File: src/rtl/fifo_pkg.sv
// fifo_pkg: shared types and width helpers for the FIFO family.
package fifo_pkg;

  typedef enum logic {
    FIFO_STD  = 1'b0,
    FIFO_FWFT = 1'b1
  } fifo_mode_e;

  // Width of a counter that must hold 0..depth inclusive.
  function automatic int fifo_cw(input int depth);
    return $clog2(depth + 1);
  endfunction

  // Pointer width for a power-of-two depth (at least one bit).
  function automatic int fifo_aw(input int depth);
    return (depth > 1) ? $clog2(depth) : 1;
  endfunction

endpackage

File: src/rtl/fifo_ram.sv
// fifo_ram: simple dual-port RAM, synchronous write, registered read with
// read enable. No reset anywhere so the array and read register map to BRAM.
module fifo_ram #(
  parameter int WIDTH = 8,
  parameter int DEPTH = 16,
  parameter int AW    = 4
) (
  input  logic             clk_i,
  input  logic             we_i,
  input  logic [AW-1:0]    waddr_i,
  input  logic [WIDTH-1:0] wdata_i,
  input  logic             re_i,
  input  logic [AW-1:0]    raddr_i,
  output logic [WIDTH-1:0] rdata_o
);

  logic [WIDTH-1:0] mem_q [DEPTH];
  logic [WIDTH-1:0] rdata_q;

  // Read-before-write: a same-address read returns the old word, which the
  // full-FIFO simultaneous read/write case relies on.
  always_ff @(posedge clk_i) begin
    if (we_i) mem_q[waddr_i] <= wdata_i;
    if (re_i) rdata_q <= mem_q[raddr_i];
  end

  assign rdata_o = rdata_q;

endmodule

File: src/rtl/fifo_fwft_stat.sv
// fifo_fwft_stat: single-clock FIFO with selectable standard / first-word-
// fall-through read, fill count, almost flags, flush and sticky error flags.
module fifo_fwft_stat
  import fifo_pkg::*;
#(
  parameter int         WIDTH = 8,
  parameter int         DEPTH = 16,
  parameter fifo_mode_e MODE  = FIFO_STD,
  parameter int         CW    = fifo_cw(DEPTH)
) (
  input  logic             clk_i,
  input  logic             rstn_i,
  input  logic             flush_i,
  input  logic             wr_dv_i,
  input  logic [WIDTH-1:0] wr_data_i,
  input  logic [CW-1:0]    AF_level_i,
  output logic             AF_flag_o,
  output logic             full_o,
  input  logic             rd_en_i,
  output logic             rd_dv_o,
  output logic [WIDTH-1:0] rd_data_o,
  input  logic [CW-1:0]    AE_level_i,
  output logic             AE_flag_o,
  output logic             empty_o,
  output logic [CW-1:0]    count_o,
  output logic             ovf_o,
  output logic             udf_o,
  input  logic             clr_err_i
);

  localparam int            AW       = fifo_aw(DEPTH);
  localparam logic [CW-1:0] FULL_CNT = CW'(DEPTH);

  logic [AW-1:0]    wptr_q, wptr_d;
  logic [AW-1:0]    rptr_q, rptr_d;
  logic [CW-1:0]    count_q, count_d;
  logic             rd_dv_q, rd_dv_d;
  // Set once the RAM read register holds real data; until then the
  // (unreset) BRAM output is masked so rd_data_o reads 0 after reset.
  logic             seen_q, seen_d;
  logic             ovf_q, ovf_d;
  logic             udf_q, udf_d;

  logic             empty, full;
  logic             rd_acc, wr_acc, ram_re, fetch;
  logic             ovf_set, udf_set;
  logic [WIDTH-1:0] ram_rdata;

  assign empty = (count_q == '0);
  assign full  = (count_q == FULL_CNT);

  // Accept/refuse decisions; flush overrides both sides.
  // In FWFT the RAM read register is the presented head word: it is loaded
  // (fetch) only while nothing is presented, so a pop is followed by one
  // idle cycle before the next word appears.
  always_comb begin
    rd_acc = 1'b0;
    fetch  = 1'b0;
    ram_re = 1'b0;
    if (MODE == FIFO_FWFT) begin
      rd_acc = rd_en_i & rd_dv_q & ~flush_i;
      fetch  = ~rd_dv_q & ~empty & ~flush_i;
      ram_re = fetch;
    end else begin
      rd_acc = rd_en_i & ~empty & ~flush_i;
      ram_re = rd_acc;
    end
    wr_acc  = wr_dv_i & (~full | rd_acc) & ~flush_i;
    ovf_set = wr_dv_i & ~wr_acc & ~flush_i;
    udf_set = rd_en_i & ~rd_acc & ~flush_i;
  end

  // Pointer, occupancy and read-valid next state.
  always_comb begin
    wptr_d  = wptr_q;
    rptr_d  = rptr_q;
    count_d = count_q;
    rd_dv_d = rd_dv_q;
    seen_d  = seen_q | ram_re;
    if (flush_i) begin
      wptr_d  = '0;
      rptr_d  = '0;
      count_d = '0;
      rd_dv_d = 1'b0;
    end else begin
      if (wr_acc) wptr_d = wptr_q + AW'(1);
      if (ram_re) rptr_d = rptr_q + AW'(1);
      case ({wr_acc, rd_acc})
        2'b10:   count_d = count_q + CW'(1);
        2'b01:   count_d = count_q - CW'(1);
        default: count_d = count_q;
      endcase
      if (MODE == FIFO_FWFT) rd_dv_d = fetch | (rd_dv_q & ~rd_acc);
      else                   rd_dv_d = rd_acc;
    end
  end

  // Sticky error flags: a new error in the clearing cycle keeps the flag set.
  always_comb begin
    ovf_d = ovf_set | (ovf_q & ~clr_err_i);
    udf_d = udf_set | (udf_q & ~clr_err_i);
  end

  // State registers with asynchronous active-low reset.
  always_ff @(posedge clk_i or negedge rstn_i) begin
    if (!rstn_i) begin
      wptr_q  <= '0;
      rptr_q  <= '0;
      count_q <= '0;
      rd_dv_q <= 1'b0;
      seen_q  <= 1'b0;
      ovf_q   <= 1'b0;
      udf_q   <= 1'b0;
    end else begin
      wptr_q  <= wptr_d;
      rptr_q  <= rptr_d;
      count_q <= count_d;
      rd_dv_q <= rd_dv_d;
      seen_q  <= seen_d;
      ovf_q   <= ovf_d;
      udf_q   <= udf_d;
    end
  end

  fifo_ram #(
    .WIDTH (WIDTH),
    .DEPTH (DEPTH),
    .AW    (AW)
  ) u_ram (
    .clk_i   (clk_i),
    .we_i    (wr_acc),
    .waddr_i (wptr_q),
    .wdata_i (wr_data_i),
    .re_i    (ram_re),
    .raddr_i (rptr_q),
    .rdata_o (ram_rdata)
  );

  assign count_o   = count_q;
  assign empty_o   = empty;
  assign full_o    = full;
  assign rd_dv_o   = rd_dv_q;
  assign rd_data_o = seen_q ? ram_rdata : '0;
  assign ovf_o     = ovf_q;
  assign udf_o     = udf_q;
  assign AE_flag_o = (count_q <= AE_level_i);
  assign AF_flag_o = (count_q >= AF_level_i);

endmodule

File: config.mk
export PLATFORM = sky130hd
export DESIGN_NAME = fifo_fwft_stat
export DESIGN_NICKNAME = d
export VERILOG_FILES = /design/src/rtl/fifo_pkg.sv /design/src/rtl/fifo_ram.sv /design/src/rtl/fifo_fwft_stat.sv
export SDC_FILE = /design/constraint.sdc
export NUM_CORES = 1
export LEC_CHECK = 0
export BUFFER_PORTS_ARGS = -buffer_cell sky130_fd_sc_hd__buf_2
export CAP_MARGIN = 30
export CORE_MARGIN = 3
export CORE_UTILIZATION = 54
export DETAILED_ROUTE_END_ITERATION = 7
export PLACE_DENSITY = 0.75
export SLEW_MARGIN = 10
export SYNTH_ARGS = -nofsm -noshare
export SYNTH_HDL_FRONTEND = slang
export SYNTH_HIERARCHICAL = 1
export SYNTH_SLANG_ARGS = --single-unit
export TNS_END_PERCENT = 100
File: constraint.sdc
create_clock -name clk_i -period 2.6 [get_ports clk_i]
set_clock_uncertainty 0.2 [all_clocks]
set_input_delay 0.52 -clock clk_i [delete_from_list [all_inputs] [get_ports clk_i]]
set_output_delay 0.52 -clock clk_i [all_outputs]
set_load 0.02 [all_outputs]
==> results of run 1 <==
[routing by layer]
metal / routed length, um / GRT usage (%) / vias to the layer above
met4: 231 / 8.28 / 0
met1: 5280 / 26.3 / 1850
met5: 0 / 0 / -
met2: 6690 / 35.1 / 115
li1: - / - / 1641
met3: 861 / 6.53 / 22
[cell type report]
| type | instances | area (um^2) |
|---|---|---|
| clock buffers | 17 | 425 |
| clock inverters | 15 | 188 |
| fillers | 765 | 3670 |
| inverters | 16 | 65.1 |
| multi-input cells | 189 | 2010 |
| flip-flops and latches | 153 | 4510 |
| well taps | 143 | 179 |
| repair buffers | 78 | 554 |
[worst register-to-register path, cell delays in order, from the launching register on]
cell,delay (ns)
dfrtp_2,0.39
buf_4,0.13
nor4_4,0.04
buf_4,0.16
a31oi_4,0.16
nor2b_2,0.27
nand3b_1,0.21
nor2_1,0.70
[flip-flops by register name, indices dropped and copies added (netlist names), 4 cells and up]
| register | cells |
|---|---|
| count_o | 5 |
| u_ram/mem_q | 128 |
| rptr_q | 4 |
| wptr_q | 4 |
| u_ram/rdata_o | 8 |
[cell families after synthesis]
group / count (synthesis)
buffers and inverters: 30
muxes: 39
AOI/OAI and AO/OA: 40
DFF: 153
and+or+nand+nor: 87
adders and majority gates: 16
xor gates and xnor gates: 7
[power groups by stage]
stage               clock network, mW  logic [mW]  registers, mW
finish                           2.55        2.02           2.90
global route                     2.69        2.19           2.92
CTS                              2.58        1.95           2.90
detailed placement                  0        1.79           2.96
global placement                    0        1.75           2.96
floorplan                           0        1.16           3.01
[worst paths after layout]
| path | start | to |
|---|---|---|
| hold reg to reg | udf_o$_DFF_PN0_ | udf_o$_DFF_PN0_ |
| hold / removal | clr_err_i | udf_o$_DFF_PN0_ |
| max in group asynchronous | rstn_i | count_o[3]$_DFFE_PN0P_ |
| setup / recovery | count_o[1]$_DFFE_PN0P_ | u_ram/mem_q[11][2]$_DFFE_PP_ |
| setup reg to reg | count_o[1]$_DFFE_PN0P_ | u_ram/mem_q[11][2]$_DFFE_PP_ |
| min in group asynchronous | rstn_i | wptr_q[3]$_DFFE_PN0P_ |
[through the flow]
| step | area, um^2 | TNS [ns] |
|---|---|---|
| floorplan | 6600 | 0 |
| global placement | 7150 | -0.848 |
| detailed placement | 7150 | -4.87 |
| CTS | 7870 | 0 |
| global route | 7940 | -2.53 |
| finish | 7940 | -0.198 |
[layout by cell type (no fill, tap or decap), types with 16 or more instances in the layout]
master,n
edfxtp_1,136
buf_2,40
buf_4,31
nor2_1,19
mux4_2,18
clkbuf_16,17
a22oi_1,16
[repair_timing]
item	4_1_cts	5_1_grt
setup buffers	6	2
hold buffers	1	0
endpoints found under the setup margin	5	69
resized for setup	10	13
pin swaps	7	4
endpoints found under the hold margin	17	0
==> reports/qor.yml, run 1 <==
synth_area_um2: 6520
p_seq_share_pct: 38.8
avgRoutedWirePerCell_um: 21.4
synth_cell_types: 47
rr_worst_depth: 7
final_cells: 611
cpPeakStageDelay_ns: 0.70
syn-num-nets: 412
netlist_instances: 372
die_h_um: 116
path_max_fanout: 8
ys_seq_area_share_pct: 69.2
synth_xor_area_share_pct: 0.940
min_period_ns: 2.63
hold_ws_ns: 0.118
critPathRequiredTime_ns: 2.45
start_kind: "flip-flop"
worst_hold_path_type: "in2reg"
synthMuxAreaShare_pct: 13.0
end_kind: "flip-flop"
critPathSlowestCell: "nor2_1"
drc: 0
drt_pass1_iterations: 5
max_slew_margin_pct: 43.0
synth_top_family_by_area: "multiplexers"
rows: 39
grt_pass1_wl_mm: 20.4
status: "finished with violations"
slew_violations: 0
cp.arrival_ns: 2.47
period_share_pct: 101
max_freq_ghz: 0.381
cpLargestDelayFamily: "simple AND/OR/NAND/NOR gates"
synth-edff-count: 136
synth.largest_area_cell: "edfxtp_1"
crit_top_cell: "buf_4"
yosysWarnings: 6
cts.htree.levels: 4
drv_cap: 0
synthFlopType: "edfxtp_1"
clock_latency_ns: 0.42
n_antenna_cell: 0
final_layout_size_suffix_gt1_share_pct: 34.2
fin_ws_ns: -0.0275
violations: "setup timing"
rsz0062_at_grt: "yes"
pwr-share-clk_pct: 34.1
yosys.area_share.simple_pct: 7.04
numCtsBuffers: 17
clkTransAtPathRegs_ns: 0.06
overflow: 0
port_buffers: 43
finalSetupViolCount: 8
pre_cts_slack_ns: -0.133
cts_tree: "done"
switching_share_pct: 28.4
fin_util_pct: 68.4
die_x_um: 116
cts.sinks: 153
worst-path-buf-inv: 2
hold_viol: 0
yosys-top-cells-count: "edfxtp_1 (136), nor2_1 (27), mux4_2 (18)"
ir_worst_vdd_v: 0.000683
grt_use_total_pct: 21.2
clock_path_buffers: 2
whs_path_depth: 2
comb_power_share_pct: 27.1
yosys-top-cells-area: "edfxtp_1 (63%), dfrtp_1 (6.5%), mux4_2 (6.2%)"
antenna_found_initial: 0
syn_area_per_cell_um2: 17.5
core_um2: 11600
io_pins: 44
leakagePower_nw: 2.88
die_area_um2: 13400
power.density_nw_per_um2: 942
p_sw_mw: 2.13
synthAdderAreaFrac_pct: 3.19
finalWeightedCongestion: 0.774
synth_compound_area_share_pct: 4.20
ant_nets: 0
worst_pin_slew_ns: 0.851
async_flop_share_pct: 11.1
cts_root_buf: "clkbuf_16"
r2r_slack_ns: -0.03
p_int_mw: 5.35
wirelength_mm: 13.1
cp.depth: 7
drtIter0Drc: 247
yosysTopAreaCellShare_pct: 62.6
grt_max_degree: 28
grt_pass1_vias: 3826
start_util_pct: 56.1
yosysMostFrequentCell: "edfxtp_1"
hpwl_mm: 8.17
placedCellCount: 570
ys_ff_latch: 153
via_per_inst: 5.94
area_growth_pct: 21.8
num_vias: 3628
final_nets: 495
finalPower_mw: 7.48
cp_cell_sequence: "buf_4 -> nor4_4 -> buf_4 -> a31oi_4 -> nor2b_2 -> nand3b_1 -> nor2_1"
critPathKind: "reg2reg"
(Power assumes the default switching activity.)
==> inputs of run 2 (changes only) <==
Settings changed: CORE_UTILIZATION 54 to 56, CTS_BUF_LIST from default to sky130_fd_sc_hd__clkbuf_8, PLACE_DENSITY 0.75 to 0.78.
==> run 2 against run 1 <==
Against the previous run:
- the run still ends with setup timing left
- cell count shrank 0.82%
- non-clock buffer count is 2 lower
- combinational power fell by 3%
- critical path depth unchanged
- hold slack got worse by 0.034 ns
- core utilization rose by 1.1 points
- first-iteration DRC count is 20% higher
- via count fell by 0.77%
- global-route usage rose by 0.67 points
- sequential cell count did not move
- worst setup slack improved by 0.011 ns
- power fell by 9.0%
- highest routed layer unchanged
==> reports/qor.yml, run 2 (same netlist as run 1, synthesis figures left out) <==
die_area_um2: 13000  # was 13,400 um^2
n_antenna_cell: 0  # unchanged
cts.sinks: 153  # unchanged
drv_cap: 0  # unchanged
worst_hold_path_type: "in2reg"  # unchanged
max_freq_ghz: 0.382  # was 0.381 GHz
p_sw_mw: 2.03  # was 2.13 mW
clkTransAtPathRegs_ns: 0.09  # was 0.06 ns
final_cells: 606  # was 611
p_int_mw: 4.77  # was 5.35 mW
fill_cells: 717  # was 765
grt_use_total_pct: 21.8  # was 21.2%
port_buffers: 43  # unchanged
end_kind: "primary output"  # was flip-flop
rsz0062_at_grt: "yes"  # unchanged
final_cell_mix: "edfxtp_1 (136), buf_2 (40), buf_4 (28)"  # was edfxtp_1 (136), buf_2 (40), buf_4 (31)
critPathKind: "reg2out"  # was reg2reg
clock_path_buffers: 2  # unchanged
status: "finished with violations"  # unchanged
rows: 38  # was 39
final.setup.tns_ns: -0.0167  # was -0.198 ns
wirelength_mm: 13.1  # about the same
hold_ws_ns: 0.0841  # was 0.118 ns
die_h_um: 114  # was 116 um
critPathRequiredTime_ns: 1.88  # was 2.45 ns
drt_pass1_iterations: 4  # was 5
final_layout_size_suffix_gt1_share_pct: 33.5  # was 34.2%
die_x_um: 114  # was 116 um
leakagePower_nw: 2.78  # was 2.88 nW
hpwl_mm: 8.51  # was 8.17 mm
placedCellCount: 565  # was 570
via_per_inst: 5.94  # about the same
start_util_pct: 58.6  # was 56.1%
grt_max_degree: 28  # unchanged
cts.htree.levels: 4  # unchanged
ant_nets: 0  # unchanged
io_pins: 44  # unchanged
drc: 0  # unchanged
antenna_found_initial: 0  # unchanged
seqCellArea_um2: 4520  # was 4510 um^2
finalWeightedCongestion: 0.814  # was 0.774
numCtsBuffers: 17  # unchanged
largest_reg_flops: 128  # unchanged
start_kind: "flip-flop"  # unchanged
grt_pass1_wl_mm: 20.3  # was 20.4 mm
min_period_ns: 2.62  # was 2.63 ns
period_share_pct: 101  # about the same
core_um2: 11100  # was 11,600 um^2
power.density_nw_per_um2: 881  # was 942 nW/um^2
cp.arrival_ns: 1.90  # was 2.47 ns
violations: "setup timing"  # unchanged
avgRoutedWirePerCell_um: 21.7  # was 21.4 um
finalSetupViolCount: 1  # was 8
pwr-share-clk_pct: 28.2  # was 34.1%
slew_violations: 0  # unchanged
overflow: 0  # unchanged
num_vias: 3600  # was 3,628
ir_worst_vdd_v: 0.000502  # was 0.000683 V
path_max_fanout: 4  # was 8
area_growth_pct: 18.4  # was 21.8%
cts_root_buf: "clkbuf_8"  # was clkbuf_16
max_slew_margin_pct: 45.5  # was 43.0%
grt_pass1_vias: 3777  # was 3,826
multi_input_area_um2: 1990  # was 2010 um^2
fin_ws_ns: -0.0167  # was -0.0275 ns
drtIter0Drc: 296  # was 247
layout_commonest_cell: "edfxtp_1"  # unchanged
p_seq_share_pct: 42.9  # was 38.8%
comb_power_share_pct: 28.9  # was 27.1%
switching_share_pct: 29.9  # was 28.4%
hold_viol: 0  # unchanged
final_nets: 493  # was 495
clock_latency_ns: 0.44  # was 0.42 ns
worst_pin_slew_ns: 0.815  # was 0.851 ns
largest-register: "u_ram/mem_q"  # unchanged
cts_tree: "done"  # unchanged
==> run 2: cell types whose count changed in the layout (fill, tap and decap cells not counted), moves of 2 or more <==
cell / previous run / this run
clkinvlp_4: 3 / 1
clkbuf_16: 17 / 0
clkbuf_8: 0 / 17
inv_8: 0 / 2
nand2b_1: 5 / 8
dfrtp_1: 14 / 12
nand2b_4: 3 / 0
dfrtp_2: 3 / 5
clkinv_4: 1 / 4
inv_6: 8 / 4
buf_4: 31 / 28
==> run 2: timing repair <==
action / in CTS / in global routing
pin swaps: 3 / 5
hold buffers: 1 / 0
hold endpoints to repair: 17 / 0
buffers inserted: 4 / 5
setup endpoints to repair: 5 / 87
gates resized for setup: 8 / 12
==> run 2: layout make-up <==
type                            count  area share (%)
Timing Repair Buffer               76            7.03
Clock inverter                     15            2.67
Multi-Input combinational cell    189            25.7
Inverter                           16           0.810
Clock buffer                       17            3.03
Tap cell                          140            2.27
Sequential cell                   153            58.5
==> run 2: power by group through the flow <==
stage               sequential, mW  combinational [mW]  clock (mW)
finish                        2.92                1.96        1.92
floorplan                     3.01                1.16           0
detailed placement            2.98                1.77           0
CTS                           2.93                1.86        1.96
global route                  2.94                2.12        2.06
global placement              2.97                1.73           0
==> run 2: final timing paths <==
check                                                to                   start  cells after the start  slack (ns)
setup reg to reg           u_ram/mem_q[14][4]$_DFFE_PP_  count_o[2]$_DFFE_PN0P_                      7        0.01
hold / removal                          ovf_o$_DFF_PN0_               clr_err_i                      2        0.08
setup / recovery                              AF_flag_o  count_o[0]$_DFFE_PN0P_                      7       -0.02
hold reg to reg                         ovf_o$_DFF_PN0_         ovf_o$_DFF_PN0_                      2        0.35
max in group asynchronous         rptr_q[0]$_DFFE_PN0P_                  rstn_i                      2        1.53
min in group asynchronous        count_o[4]$_DFFE_PN0P_                  rstn_i                      2        0.34
==> run 2: stage by stage <==
stage	util [%]	instance area (um^2)	setup slack, ns	total power [mW]
floorplan	-	6600	0.0107	4.17
global placement	64.1	7130	-0.0396	4.70
detailed placement	64.1	7130	-0.104	4.75
CTS	68.7	7640	-0.0894	6.75
global route	69.4	7720	-0.145	7.12
finish	69.4	7720	-0.0167	6.81
==> run 2: per-layer routing <==
| layer | GRT usage [%] | routed length [um] | vias up |
|---|---|---|---|
| met5 | 0 | 0 | - |
| met1 | 27.6 | 4990 | 1817 |
| met2 | 36.0 | 6950 | 133 |
| met4 | 9.90 | 274 | 0 |
| met3 | 5.46 | 932 | 18 |
| li1 | - | - | 1632 |
==> run 2: critical path, cell delays in order, from the launching register on <==
cell	delay [ns]
dfrtp_2	0.46
inv_4	0.09
ha_1	0.22
nand2b_1	0.15
a21o_1	0.19
a21oi_2	0.12
o21ai_1	0.08
buf_2	0.16
